<file path="config.mk">
export PLATFORM = sky130hd
export DESIGN_NAME = instr_encoder_loader
export DESIGN_NICKNAME = d
export VERILOG_FILES = /design/src/rtl/instr_encoder_loader_pkg.sv /design/src/rtl/instr_encoder_loader_packer.sv /design/src/rtl/instr_encoder_loader.sv
export SDC_FILE = /design/constraint.sdc
export NUM_CORES = 1
export LEC_CHECK = 0
export ABC_AREA = 1
export CORE_MARGIN = 1.5
export CORE_UTILIZATION = 45
export CTS_CLUSTER_DIAMETER = 80
export DETAILED_ROUTE_END_ITERATION = 7
export MAX_ROUTING_LAYER = met4
export PLACE_DENSITY = 0.75
export SYNTH_ARGS = -nofsm -noshare
export SYNTH_HDL_FRONTEND = slang
export SYNTH_HIERARCHICAL = 1
export SYNTH_SLANG_ARGS = --single-unit
</file>
<file path="constraint.sdc">
create_clock -name clk -period 1.8 [get_ports clk]
set_clock_uncertainty 0.15 [all_clocks]
set_input_delay 0.18 -clock clk [delete_from_list [all_inputs] [get_ports clk]]
set_output_delay 0.18 -clock clk [all_outputs]
set_load 0.01 [all_outputs]
</file>
<file path="src/rtl/instr_encoder_loader_pkg.sv">
// Shared KGP-RISC encoding constants, formats and error codes.
// Field positions match those the decode stage unpacks.
package instr_encoder_loader_pkg;

    localparam logic [5:0] OP_LW   = 6'b001110;
    localparam logic [5:0] OP_SW   = 6'b001111;
    localparam logic [5:0] OP_ADDI = 6'b010000;
    localparam logic [5:0] OP_COMI = 6'b010001;

    localparam int OPC_HI = 31;
    localparam int OPC_LO = 26;
    localparam int RS_HI  = 25;
    localparam int RS_LO  = 21;
    localparam int RT_HI  = 20;
    localparam int RT_LO  = 16;

    localparam logic [1:0] ERR_NONE  = 2'd0;
    localparam logic [1:0] ERR_RANGE = 2'd1;
    localparam logic [1:0] ERR_FMT   = 2'd2;
    localparam logic [1:0] ERR_OVF   = 2'd3;

    typedef enum logic [1:0] {
        FMT_R16 = 2'd0,
        FMT_S16 = 2'd1,
        FMT_I21 = 2'd2,
        FMT_J26 = 2'd3
    } fmt_e;

    typedef enum logic [2:0] {
        ST_IDLE  = 3'd0,
        ST_RUN   = 3'd1,
        ST_WRITE = 3'd2,
        ST_DONE  = 3'd3,
        ST_ERROR = 3'd4
    } state_e;

endpackage

</file>
<file path="src/rtl/instr_encoder_loader_packer.sv">
// Combinational field packer: builds the 32-bit word and
// reports immediate range and format/opcode consistency.
module instr_field_packer
    import instr_encoder_loader_pkg::*;
(
    input  fmt_e        fmt,
    input  logic [5:0]  opcode,
    input  logic [4:0]  rs,
    input  logic [4:0]  rt,
    input  logic [31:0] imm,
    output logic [31:0] word,
    output logic        range_ok,
    output logic        fmt_ok
);

    logic is_ls;
    logic is_ai;

    assign is_ls = (opcode == OP_LW) || (opcode == OP_SW);
    assign is_ai = (opcode == OP_ADDI) || (opcode == OP_COMI);

    // Pack fields into the decode-stage word layout
    always_comb begin
        word = '0;
        word[OPC_HI:OPC_LO] = opcode;
        unique case (fmt)
            FMT_R16, FMT_S16: begin
                word[RS_HI:RS_LO] = rs;
                word[RT_HI:RT_LO] = rt;
                word[15:0]        = imm[15:0];
            end
            FMT_I21: begin
                word[RS_HI:RS_LO] = rs;
                word[20:0]        = imm[20:0];
            end
            FMT_J26: begin
                word[25:0] = imm[25:0];
            end
        endcase
    end

    // Immediate fits when all bits above the field agree with its sign rule
    always_comb begin
        range_ok = 1'b0;
        unique case (fmt)
            FMT_R16: range_ok = (imm[31:16] == '0);
            FMT_S16: range_ok = (imm[31:15] == '0) || (imm[31:15] == '1);
            FMT_I21: begin
                if (is_ai)
                    range_ok = (imm[31:20] == '0) || (imm[31:20] == '1);
                else
                    range_ok = (imm[31:21] == '0);
            end
            FMT_J26: range_ok = (imm[31:26] == '0);
        endcase
    end

    // lw/sw pair exclusively with S16; addi/comi demand I21
    always_comb begin
        fmt_ok = 1'b1;
        if (is_ls && (fmt != FMT_S16))
            fmt_ok = 1'b0;
        if ((fmt == FMT_S16) && !is_ls)
            fmt_ok = 1'b0;
        if (is_ai && (fmt != FMT_I21))
            fmt_ok = 1'b0;
    end

endmodule

</file>
<file path="src/rtl/instr_encoder_loader.sv">
// Instruction encoder/loader: accepts field bundles, packs
// them and writes words to instruction memory sequentially.
module instr_encoder_loader
    import instr_encoder_loader_pkg::*;
#(
    parameter int ADDR_W = 10
) (
    input  logic              clk,
    input  logic              rst_n,
    input  logic              start,
    input  logic              in_valid,
    output logic              in_ready,
    input  logic [1:0]        in_fmt,
    input  logic [5:0]        in_opcode,
    input  logic [4:0]        in_rs,
    input  logic [4:0]        in_rt,
    input  logic [31:0]       in_imm,
    input  logic              in_last,
    output logic              mem_we,
    output logic [ADDR_W-1:0] mem_addr,
    output logic [31:0]       mem_wdata,
    output logic [ADDR_W:0]   count,
    output logic              done,
    output logic              err,
    output logic [1:0]        err_code
);

    localparam logic [ADDR_W:0] FULL = {1'b1, {ADDR_W{1'b0}}};

    state_e            state;
    state_e            state_nx;
    logic [31:0]       word;
    logic [31:0]       packed_word;
    logic              range_ok;
    logic              fmt_ok;
    logic              last_q;
    logic [ADDR_W-1:0] addr;
    logic              accept;
    logic              full;
    logic              bad;

    instr_field_packer u_packer (
        .fmt      (fmt_e'(in_fmt)),
        .opcode   (in_opcode),
        .rs       (in_rs),
        .rt       (in_rt),
        .imm      (in_imm),
        .word     (packed_word),
        .range_ok (range_ok),
        .fmt_ok   (fmt_ok)
    );

    // start always wins over a coincident bundle
    assign accept    = in_valid && in_ready && !start;
    assign full      = (count == FULL);
    assign bad       = full || !fmt_ok || !range_ok;
    assign mem_addr  = addr;
    assign mem_wdata = word;

    // State register
    always_ff @(posedge clk or negedge rst_n) begin
        if (!rst_n)
            state <= ST_IDLE;
        else
            state <= state_nx;
    end

    // Next-state logic
    always_comb begin
        state_nx = state;
        if (start) begin
            state_nx = ST_RUN;
        end else begin
            unique case (state)
                ST_RUN: begin
                    if (accept)
                        state_nx = bad ? ST_ERROR : ST_WRITE;
                end
                ST_WRITE: state_nx = last_q ? ST_DONE : ST_RUN;
                default:  state_nx = state;
            endcase
        end
    end

    // Moore outputs
    always_comb begin
        in_ready = (state == ST_RUN);
        mem_we   = (state == ST_WRITE);
    end

    // Word latch, address/count advance and sticky flags
    always_ff @(posedge clk or negedge rst_n) begin
        if (!rst_n) begin
            word     <= '0;
            last_q   <= 1'b0;
            addr     <= '0;
            count    <= '0;
            done     <= 1'b0;
            err      <= 1'b0;
            err_code <= ERR_NONE;
        end else if (start) begin
            addr     <= '0;
            count    <= '0;
            done     <= 1'b0;
            err      <= 1'b0;
            err_code <= ERR_NONE;
        end else if (accept) begin
            if (bad) begin
                err <= 1'b1;
                if (full)
                    err_code <= ERR_OVF;
                else if (!fmt_ok)
                    err_code <= ERR_FMT;
                else
                    err_code <= ERR_RANGE;
            end else begin
                word   <= packed_word;
                last_q <= in_last;
            end
        end else if (state == ST_WRITE) begin
            // hold at the top word; only start/reset wrap the address
            if (addr != {ADDR_W{1'b1}})
                addr <= addr + 1'b1;
            count <= count + 1'b1;
            if (last_q)
                done <= 1'b1;
        end
    end

endmodule

</file>
# After elaboration in Yosys (flattened, before gate mapping)
# Index checks and enable logic that the tools add are counted.
[word_totals]
input_bits = 55
ff_bits = 61
[classes]
n_reduce_logical = 34
add_sub_neg = 2
n_mux = 30
eq_ne = 17
bitwise_logic = 2
[op_table]
columns = ["op", "count"]
rows = [
  ["26-bit one-hot mux with 3 select lines", 1],
  ["10-bit 2-to-1 mux", 4],
  ["11-bit 2-to-1 mux", 3],
  ["17-bit equality test, second input constant", 1],
  ["17-bit logical NOT", 1],
  ["16-bit logical NOT", 1],
  ["12-bit equality test, second input constant", 1],
  ["6-bit by 4-bit equality test with 1-bit output, second input constant", 2],
  ["6-bit by 5-bit equality test with 1-bit output, second input constant", 2],
  ["12-bit logical NOT", 1],
  ["2-bit 2-to-1 mux", 6],
  ["11-bit by 1-bit adder with 11-bit output, second input constant", 1],
  ["11-bit equality test, second input constant", 1],
  ["11-bit logical NOT", 1],
  ["1-bit 2-to-1 mux", 11],
  ["10-bit by 1-bit adder with 10-bit output, second input constant", 1],
  ["10-bit inequality test, second input constant", 1],
  ["2-bit nonzero test", 5],
  ["3-bit 2-to-1 mux", 3],
  ["3-bit AND reduction", 3],
  ["6-bit logical NOT", 1],
  ["1-bit logical OR", 6],
  ["3-bit one-hot mux with 2 select lines", 1],
  ["2-bit AND reduction", 3],
  ["other kinds (14)", 24],
]

# Longest topological paths before layout
# Gate-level depths: netlist of the first run.
[logic_depth]
ltp_word = 13
depth_mapped = 12
ltp_nobuf = 11

# Hierarchy
# The synthesis of the first run kept the hierarchy.
[by_module_without_submodules]
columns = ["module", "area_per_inst_um2", "cells_each", "n_inst", "seq_area_each_um2"]
rows = [
  ["instr_encoder_loader", 2935.3, 355, 1, 1526.5],
  ["instr_field_packer", 598.1, 113, 1, 0.0],
]

# Worst setup path after synthesis of the first run
# Ideal clock, no wire load.
[synth_path]
kind = "input -> register"
startpoint = "input in_opcode[4]"
endpoint = "register word[10] (netlist: mem_wdata[10])"
required_time_ns = 1.533
path_buffers = 1
setup_slack_ns = 0.042
stages = 10
arrival_time_ns = 1.492
cell_sequence = "nor3_1 nand3_1 xor2_1 a21boi_1 inv_1 a21oi_1 nand3_2 buf_6 nand2_1 nand2_1"
[synth_between]
elab_chain_cells = 11
elab_cells_between_ends = 21
[synth_rtl]
columns = ["item", "line_no", "text"]
rows = [
  ["start: declaration", "instr_encoder_loader.sv:14", "input logic [5:0] in_opcode,"],
  ["6-bit by 4-bit equality test with 1-bit output", "instr_encoder_loader_packer.sv:19", "assign is_ls = (opcode == OP_LW) || (opcode == OP_SW);"],
  ["1-bit logical OR", "instr_encoder_loader_packer.sv:19", ""],
  ["1-bit logical AND / 1-bit logical NOT (equally long branches)", "instr_encoder_loader_packer.sv:61, instr_encoder_loader_packer.sv:63", ""],
  ["1-bit 2-to-1 mux / 1-bit logical AND (equally long branches)", "instr_encoder_loader_packer.sv:61, instr_encoder_loader_packer.sv:63", ""],
  ["1-bit 2-to-1 mux", "instr_encoder_loader_packer.sv:63", "if ((fmt == FMT_S16) && !is_ls)"],
  ["1-bit 2-to-1 mux *", "instr_encoder_loader_packer.sv:65", "if (is_ai && (fmt != FMT_I21))"],
  ["net fmt_ok", "instr_encoder_loader.sv:35", "logic fmt_ok;"],
  ["1-bit logical NOT *", "n/a", ""],
  ["1-bit logical OR * (2 in series)", "instr_encoder_loader.sv:56", "assign bad = full || !fmt_ok || !range_ok;"],
  ["1-bit inverter (no line) *", "n/a", ""],
  ["3-bit AND reduction (no line) *", "n/a", ""],
  ["end signal: assignment", "instr_encoder_loader.sv:117", "word <= packed_word;"],
  ["end: declaration", "instr_encoder_loader.sv:32", "logic [31:0] word;"],
]
# The timed path passes the listed nets; every way through them passes the cells marked *.
# A chain may end at the register's enable or synchronous reset.

# Final worst setup path of the first run
[layout_path]
startpoint = "register count[1]"
endpoint = "output count[1]"
[layout_rtl]
columns = ["item", "line_no", "text"]
rows = [
  ["start: declaration", "instr_encoder_loader.sv:22", "output logic [ADDR_W:0] count,"],
  ["start signal: assignment", "instr_encoder_loader.sv:124", "count <= count + 1'b1;"],
]
# No word-level cell between the ends.

==> results.toml, run 1 <==
[worst_setup_path]
crit_chain = "buf_4 > clkdlybuf4s50_1"
cp.required_ns = 1.47
cp-start-kind = "flop"
crit_fanout = 3
timing_worst_setup_path_type = "reg -> out"
rr_worst_depth = 11
crit_slowest_cell = "clkdlybuf4s50_1"
r2r_end = "mem_wdata[6]"
cp_slowest_stage_delay_ns = 0.53
cp-endpoint = "count[1]"
crit_path_end_kind = "primary output"
setup.worst_path.start = "count[1]"
r2r_setup_slack_ns = 0.07
crit_arrival_ns = 1.40
rr_startpoint = "count[1]"

[floorplanning]
die_area_um2 = 8390
ios = 114
initial_core_util_pct = 46.2
die_height_um = 91.6
dieWidth_um = 91.6
rows = 32
core-area_um2 = 7650

[sta]
slew_headroom_pct = 78.6
whs_ns = 0.0296
setup_tns_ns = 0
setup_slack_ns = 0.0659
finalHoldViolCount = 0
period_needed_ns = 1.73
max_slew.worst_pin.slew_ns = 0.321
rsz0062_at_grt = "true"
fin_crit_sh_pct = 96.3
slew_violations = 0
fmax_mhz = 577
finalSetupViolations = 0

[pwr]
powerDensity_nw_per_um2 = 698
finalPower_mw = 3.67
power.internal_mw = 2.64
p_sw_mw = 1.03
ir_drop_v = 0.000339
p_comb_share_pct = 24.1
switching_share_pct = 28.1
pwr-share-clk_pct = 31.6
leakage_nw = 2.59
power_frac_seq_pct = 44.4

[logic_synthesis]
synthCells = 468
syn_nets = 526
syn_area_um2 = 3530
avgSynthCellArea_um2 = 7.55
synth_cell_types = 36
yosysSeqAreaShare_pct = 43.2
yosysWarnings = 6
synth.ff_latch_count = 61

[placement]
portBuffers = 113
hpwl_um = 6540
pre_cts_slack_ns = -0.563
dp_cells = 675
gp_congestion = 0.881
placed_area_um2 = 4740

[routing]
drt_iter0_drc = 117
vias_per_cell = 4.90
vias = 3474
wl_per_cell_um = 13.3
first_pass_iters = 4
drc = 0
wl_um = 9420
drtAntennaViolNets = 0

[clocking]
cts.sinks = 61
cts_tree = "done"
cts_root_buf = "clkbuf_8"
cts_buffers = 9
clock_latency_ns = 0.34
path_clk_slew_ns = 0.07
cts.path.max_buffers = 2
cts_max_level = 3

[finish]
layout.nets = 661
multiInputGateArea_um2 = 1670
post-route-util_pct = 68.8
area_growth_pct = 49.0
ff_latch_area_um2 = 1530
layout_commonest_cell = "nand2_1"
n_antenna_cell = 0
fillers = 633
drive_above_1_share_pct = 19.3
post-route-cell-area_um2 = 5260
layout.cells.most_common_list = "176 x nand2_1, 86 x clkdlybuf4s50_1, 61 x dfrtp_1"
stdcell_count = 709

[status]
status = "finished, final reports clean"

[global_route]
grt_pass1_vias = 3255
antenna_found_initial = 0
grt.overflow.total = 0
grt_pass1_wl_um = 15100
grt_max_degree = 62
grtUsageTotal_pct = 23.6

[worst_hold_path]
hold_path_class = "in -> reg"
min_delay_path_depth = 4

[job]
cap_violations = 0
==> how the worst min path moves through the flow <==
stage | end | slack, ns | startpoint
3_3_place_gp | count[5] | 0.06 | rst_n
4_1_cts | mem_wdata[29] | 0.07 | in_opcode[3]
2_1_floorplan | count[0] | -0.27 | rst_n
3_5_place_dp | count[4] | 0.06 | rst_n
5_1_grt | mem_wdata[31] | 0.04 | in_opcode[5]
6_report | mem_wdata[31] | 0.03 | in_opcode[5]
==> power groups by stage <==
stage / clock network [mW] / logic [mW] / registers, mW
floorplan: 0 / 0.281 / 1.71
global placement: 0 / 0.852 / 1.65
detailed placement: 0 / 0.873 / 1.65
CTS: 1.18 / 0.878 / 1.63
global route: 1.25 / 0.968 / 1.65
finish: 1.16 / 0.885 / 1.63
==> what timing repair did <==
item                                    4_1_cts  5_1_grt
gates resized for setup                      52       17
cloned                                        3        1
hold buffers                                  1        2
pin swaps                                    17       14
setup buffers                                 5        7
endpoints found under the setup margin       35       38
hold endpoints to repair                     61        2
==> sequential cells by signal (all words and copies together), names as in the netlist <==
register and flops:
done 1, state 3, mem_wdata 32, last_q 1, err 1, mem_addr 10
count 11, err_code 2
==> kinds of logic after synthesis <==
| logic type | count (synthesis) | share of synthesized area (%) |
|---|---|---|
| AO/OA/AOI/OAI | 32 | 4.89 |
| XOR/XNOR | 3 | 0.744 |
| adder cells (fa/ha/maj) | 3 | 1.06 |
| buffers and inverters | 77 | 12.7 |
| flip-flops | 61 | 43.2 |
| multiplexers | 4 | 1.27 |
| AND/OR/NAND/NOR | 288 | 36.2 |
==> worst max-delay path: cells and delay by family (launching register included) <==
kind,cells,cell delay [ns]
buffers and inverters,2,0.66
flip-flops,1,0.41
==> per-layer routing <==
layer  part of all wire [%]  global-route usage, %  wire length, µm
met5                      0                      -                0
met1                     42                   28.2             3950
met3                    5.0                   4.31              475
met4                    2.0                   9.77              191
met2                     51                   39.4             4800
==> cells in the mapped netlist (all sizes together) <==
master,number,share of area (%)
a21oi,9,1.4
a211oi,1,0.21
buf,35,8.2
clkinv,2,0.21
dfrtp,61,43
and3,1,0.18
mux2,4,1.3
a21boi,1,0.21
nor2,42,5.2
ha,3,1.1
inv,40,4.2
xor2,3,0.74
nand3,31,5.0
o21a,1,0.21
o21ai,19,2.7
nand3b,2,0.53
nand4,7,1.4
nand2,191,21
or2,5,0.89
a31oi,1,0.18
nor3,9,1.6
==> layout make-up <==
cell class / instances / area share, %
clock inverter: 5 / 0.998
inverter: 42 / 3.00
timing repair buffer: 159 / 30.4
multi-input combinational: 330 / 31.8
sequential: 61 / 29.0
tap: 102 / 2.42
clock buffer: 10 / 2.42
Power figures use the tool's default switching activity.
==> run 2, diff against run 1 <==
--- a/config.mk
+++ b/config.mk
@@ -6,7 +6,7 @@
 export NUM_CORES = 1
 export LEC_CHECK = 0
 export ABC_AREA = 1
-export CORE_MARGIN = 1.5
+export CORE_MARGIN = 2
 export CORE_UTILIZATION = 45
 export CTS_CLUSTER_DIAMETER = 80
 export DETAILED_ROUTE_END_ITERATION = 7
==> results.toml, run 2 (synthesis results as in run 1) <==
[global_route]
grt_max_degree = 26
grt_pass1_vias = 3099
antenna_found_initial = 0
grt_pass1_wl_um = 14500
grt.overflow.total = 0
grtUsageTotal_pct = 22.3

[sta]
whs_ns = -0.00165
fin_crit_sh_pct = 95.0
finalSetupViolations = 0
fmax_mhz = 585
setup_slack_ns = 0.0899
slew_violations = 0
setup_tns_ns = 0
rsz0062_at_grt = "false"
finalHoldViolCount = 1
period_needed_ns = 1.71
max_slew.worst_pin.slew_ns = 0.450
slew_headroom_pct = 70.0

[job]
cap_violations = 0

[floorplanning]
rows = 32
die_area_um2 = 8580
core-area_um2 = 7650
die_height_um = 92.6
dieWidth_um = 92.6
initial_core_util_pct = 46.2
ios = 114

[worst_setup_path]
setup.worst_path.start = "count[9]"
rr_startpoint = "count[0]"
r2r_setup_slack_ns = 0.09
cp-start-kind = "flop"
crit_path_end_kind = "primary output"
r2r_end = "mem_wdata[20]"
rr_worst_depth = 10
timing_worst_setup_path_type = "reg -> out"
cp.required_ns = 1.47
crit_fanout = 4
crit_arrival_ns = 1.38

[finish]
fillers = 614
post-route-cell-area_um2 = 5180
layout.cells.most_common_list = "177 x nand2_1, 86 x clkdlybuf4s50_1, 61 x dfrtp_1"
largest_register_ffs = 32
multiInputGateArea_um2 = 1630
n_antenna_cell = 0
area_growth_pct = 46.7
ff_latch_area_um2 = 1530
drive_above_1_share_pct = 18.1
layout.nets = 654
layout_commonest_cell = "nand2_1"

[status]
violations = "negative hold slack"
status = "finished, violations left"

[placement]
gp_congestion = 0.881
placed_area_um2 = 4750
pre_cts_slack_ns = -0.488
hpwl_um = 6710
portBuffers = 113

[routing]
wl_um = 9520
drtAntennaViolNets = 0
drt_iter0_drc = 123
vias_per_cell = 4.82
first_pass_iters = 5
vias = 3386
drc = 0
wl_per_cell_um = 13.5

[pwr]
finalPower_mw = 3.72
leakage_nw = 2.67
ir_drop_v = 0.000414
powerDensity_nw_per_um2 = 718

[clocking]
clock_latency_ns = 0.34
cts_buffers = 9
cts_tree = "done"
cts_max_level = 3
cts.path.max_buffers = 2
cts_root_buf = "clkbuf_8"
cts.sinks = 61
path_clk_slew_ns = 0.07

[worst_hold_path]
min_from = "in_imm[15]"
worstHoldEndpoint = "mem_wdata[15]"
hold_path_class = "in -> reg"
min_delay_path_depth = 3
==> run 2: repair_timing <==
action                                 4_1_cts  5_1_grt
hold buffers                                 1        2
endpoints found under the hold margin       41        2
buffers inserted                             2        3
pin swaps                                    4       17
cloned                                       1        3
setup endpoints to repair                   38       39
gates resized for setup                     17       41
==> run 2: metal layers <==
| layer | track usage [%] | share of wire [%] | vias to the layer above |
|---|---|---|---|
| li1 | - | - | 1700 |
| met1 | 28.6 | 43 | 1567 |
| met2 | 35.8 | 50 | 112 |
| met3 | 4.72 | 6.1 | 7 |
| met4 | 7.11 | 0.81 | 0 |
| met5 | - | 0 | - |
==> run 2: worst max path at each step <==
stage	to	slack [ns]	depth (start not counted)
after floorplan	mem_wdata[10]	0.04	10
after global placement	mem_wdata[3]	-0.39	12
after detailed placement	mem_wdata[15]	-0.49	12
after CTS	mem_wdata[15]	0.002	12
after global routing	mem_addr[2]	0.006	8
final	count[9]	0.09	2
==> run 2: where the power goes <==
part / total, mW / switching, mW / internal [mW]
Clock: 1.20 / 0.537 / 0.668
Sequential: 1.63 / 0.105 / 1.53
Combinational: 0.887 / 0.393 / 0.494
Total: 3.72 / 1.03 / 2.69
==> run 2: final cells by class <==
class,instances,area share (%)
timing repair buffer,152,29.9
tap,102,2.46
clock buffer,11,2.73
multi-input combinational,330,31.5
inverter,42,3.04
clock inverter,5,0.965
sequential,61,29.4
==> run 2: per-stage QoR <==
| stage | instances | util [%] |
|---|---|---|
| 3_5_place_dp | 675 | 62.1 |
| 2_1_floorplan | 468 | - |
| 5_1_grt | 703 | 67.8 |
| 4_1_cts | 695 | 65.5 |
| 3_3_place_gp | 675 | 62.1 |
| 6_report | 703 | 67.8 |
==> run 2: worst max-delay path: stages, from the launching register on <==
cell and delay, ns:
dfrtp_1 0.38, buf_4 0.14, clkdlybuf4s50_1 0.53
==> run 3, diff against run 2 <==
--- a/config.mk
+++ b/config.mk
@@ -6,7 +6,7 @@
 export NUM_CORES = 1
 export LEC_CHECK = 0
 export ABC_AREA = 1
-export CORE_MARGIN = 2
+export CORE_MARGIN = 4
 export CORE_UTILIZATION = 45
 export CTS_CLUSTER_DIAMETER = 80
 export DETAILED_ROUTE_END_ITERATION = 7
==> results.toml, run 3 (synthesis results as in run 1) <==
[routing]
vias_per_cell = 4.79
vias = 3400
drtAntennaViolNets = 0
wl_per_cell_um = 12.9
drc = 0
wl_um = 9190
first_pass_iters = 4
drt_iter0_drc = 98

[placement]
hpwl_um = 6840
placed_area_um2 = 4790
gp_congestion = 0.871
portBuffers = 113

[worst_setup_path]
crit_arrival_ns = 1.38
cp-endpoint = "count[0]"
crit_fanout = 5
crit_family = "buffers and inverters"
crit_chain = "buf_4 > clkdlybuf4s50_1"
r2r_setup_slack_ns = 0.11
crit_path_end_kind = "primary output"
cp_slowest_stage_delay_ns = 0.53
r2r_end = "mem_wdata[31]"
cp.required_ns = 1.47
path_buf_inv = 2
rr_worst_depth = 11
rr_startpoint = "count[0]"
setup.worst_path.start = "count[0]"
crit_slowest_cell = "clkdlybuf4s50_1"
cp-start-kind = "flop"
timing_worst_setup_path_type = "reg -> out"
critical_path_depth = 2

[floorplanning]
die_height_um = 96.6
core-area_um2 = 7690
rows = 32
initial_core_util_pct = 46.0
die_area_um2 = 9330
dieWidth_um = 96.6
ios = 114

[clocking]
cts.path.max_buffers = 2
cts_max_level = 3
cts_root_buf = "clkbuf_8"
cts.sinks = 61
cts_tree = "done"
path_clk_slew_ns = 0.06
cts_buffers = 9
clock_latency_ns = 0.33

[job]
cap_violations = 0

[sta]
max_slew.worst_pin.slew_ns = 0.332
finalHoldViolCount = 0
rsz0062_at_grt = "false"
slew_violations = 0
finalSetupViolations = 0
fmax_mhz = 583
whs_ns = 0.0907
fin_crit_sh_pct = 95.2
slew_headroom_pct = 77.8
period_needed_ns = 1.71

[finish]
fillers = 644
layout.nets = 661
ff_latch_area_um2 = 1530
drive_above_1_share_pct = 19.6
area_growth_pct = 49.5
post-route-util_pct = 68.7
layout.cells.most_common_list = "174 x nand2_1, 86 x clkdlybuf4s50_1, 60 x dfrtp_1"
layout_commonest_cell = "nand2_1"
multiInputGateArea_um2 = 1660
post-route-cell-area_um2 = 5280
n_antenna_cell = 0
largest_register_ffs = 32

[pwr]
ir_drop_v = 0.000386
leakage_nw = 2.66
powerDensity_nw_per_um2 = 771
finalPower_mw = 4.07

[global_route]
antenna_found_initial = 0
grtUsageTotal_pct = 20.3
grt.overflow.total = 0
grt_pass1_vias = 3416
grt_pass1_wl_um = 15500
grt_max_degree = 62

[status]
status = "finished, final reports clean"

[worst_hold_path]
hold_path_class = "in -> reg"
==> run 3: cell count changes in the layout (fill, tap and decap cells not counted), moves of 4 or more <==
| cell | change |
|---|---|
| dlygate4sd2_1 | +14 |
| clkinv_2 | -4 |
| clkbuf_2 | -4 |
| buf_4 | +10 |
| dlymetal6s2s_1 | -9 |
==> run 3: how the worst min path moves through the flow <==
stage | startpoint | to | slack [ns] | cells past startpoint
floorplan | rst_n | count[0] | -0.27 | 0
global placement | rst_n | count[4] | 0.06 | 2
detailed placement | rst_n | count[4] | 0.06 | 2
CTS | in_opcode[2] | mem_wdata[28] | 0.09 | 3
global route | in_opcode[2] | mem_wdata[28] | 0.1 | 3
finish | in_imm[15] | mem_wdata[15] | 0.09 | 4
==> run 3: through the flow <==
stage	setup WS, ns	TNS, ns	instances
global placement	-0.430	-15.24	680
CTS	0.00300	0	703
floorplan	0.0416	0	468
detailed placement	-0.510	-17.74	680
finish	0.0856	0	710
global route	0.00694	0	710
==> run 3: worst reg2reg max path, delay by kind of cell, from the launching register on <==
kind | cells | cell delay (ns)
adders and majority gates | 1 | 0.16
buffers and inverters | 3 | 0.36
DFF | 1 | 0.40
and+or+nand+nor | 7 | 0.53
==> run 3: power by group <==
group          switching, mW  total, mW  leakage, nW  internal (mW)
Combinational          0.392      0.884         1.71          0.492
Sequential             0.103       1.63        0.823           1.53
Clock                  0.524       1.56        0.130           1.04
Total                   1.02       4.07         2.66           3.05
==> run 3: routing by layer <==
metal / global-route usage [%] / share of wire [%] / up-vias
met1: 24.3 / 44 / 1579
met2: 34.7 / 50 / 106
met4: 5.51 / 0.87 / 0
met5: - / 0 / -
met3: 4.40 / 5.6 / 8
li1: - / - / 1707
==> run 3: area by class of cell <==
class	instances	share of cell area, %
clock buffer	13	3.20
sequential	61	28.9
inverter	42	2.99
timing repair buffer	159	29.4
tap	102	2.42
clock inverter	3	1.71
multi-input combinational	330	31.4
==> run 3: repair_timing <==
action                     4_1_cts  5_1_grt
gates resized for setup         37       19
setup endpoints to repair       39       44
buffers inserted                 5        6
hold buffers                     1        1
pin swaps                       14       12
gates cloned                     1        0
hold endpoints to repair        61        1
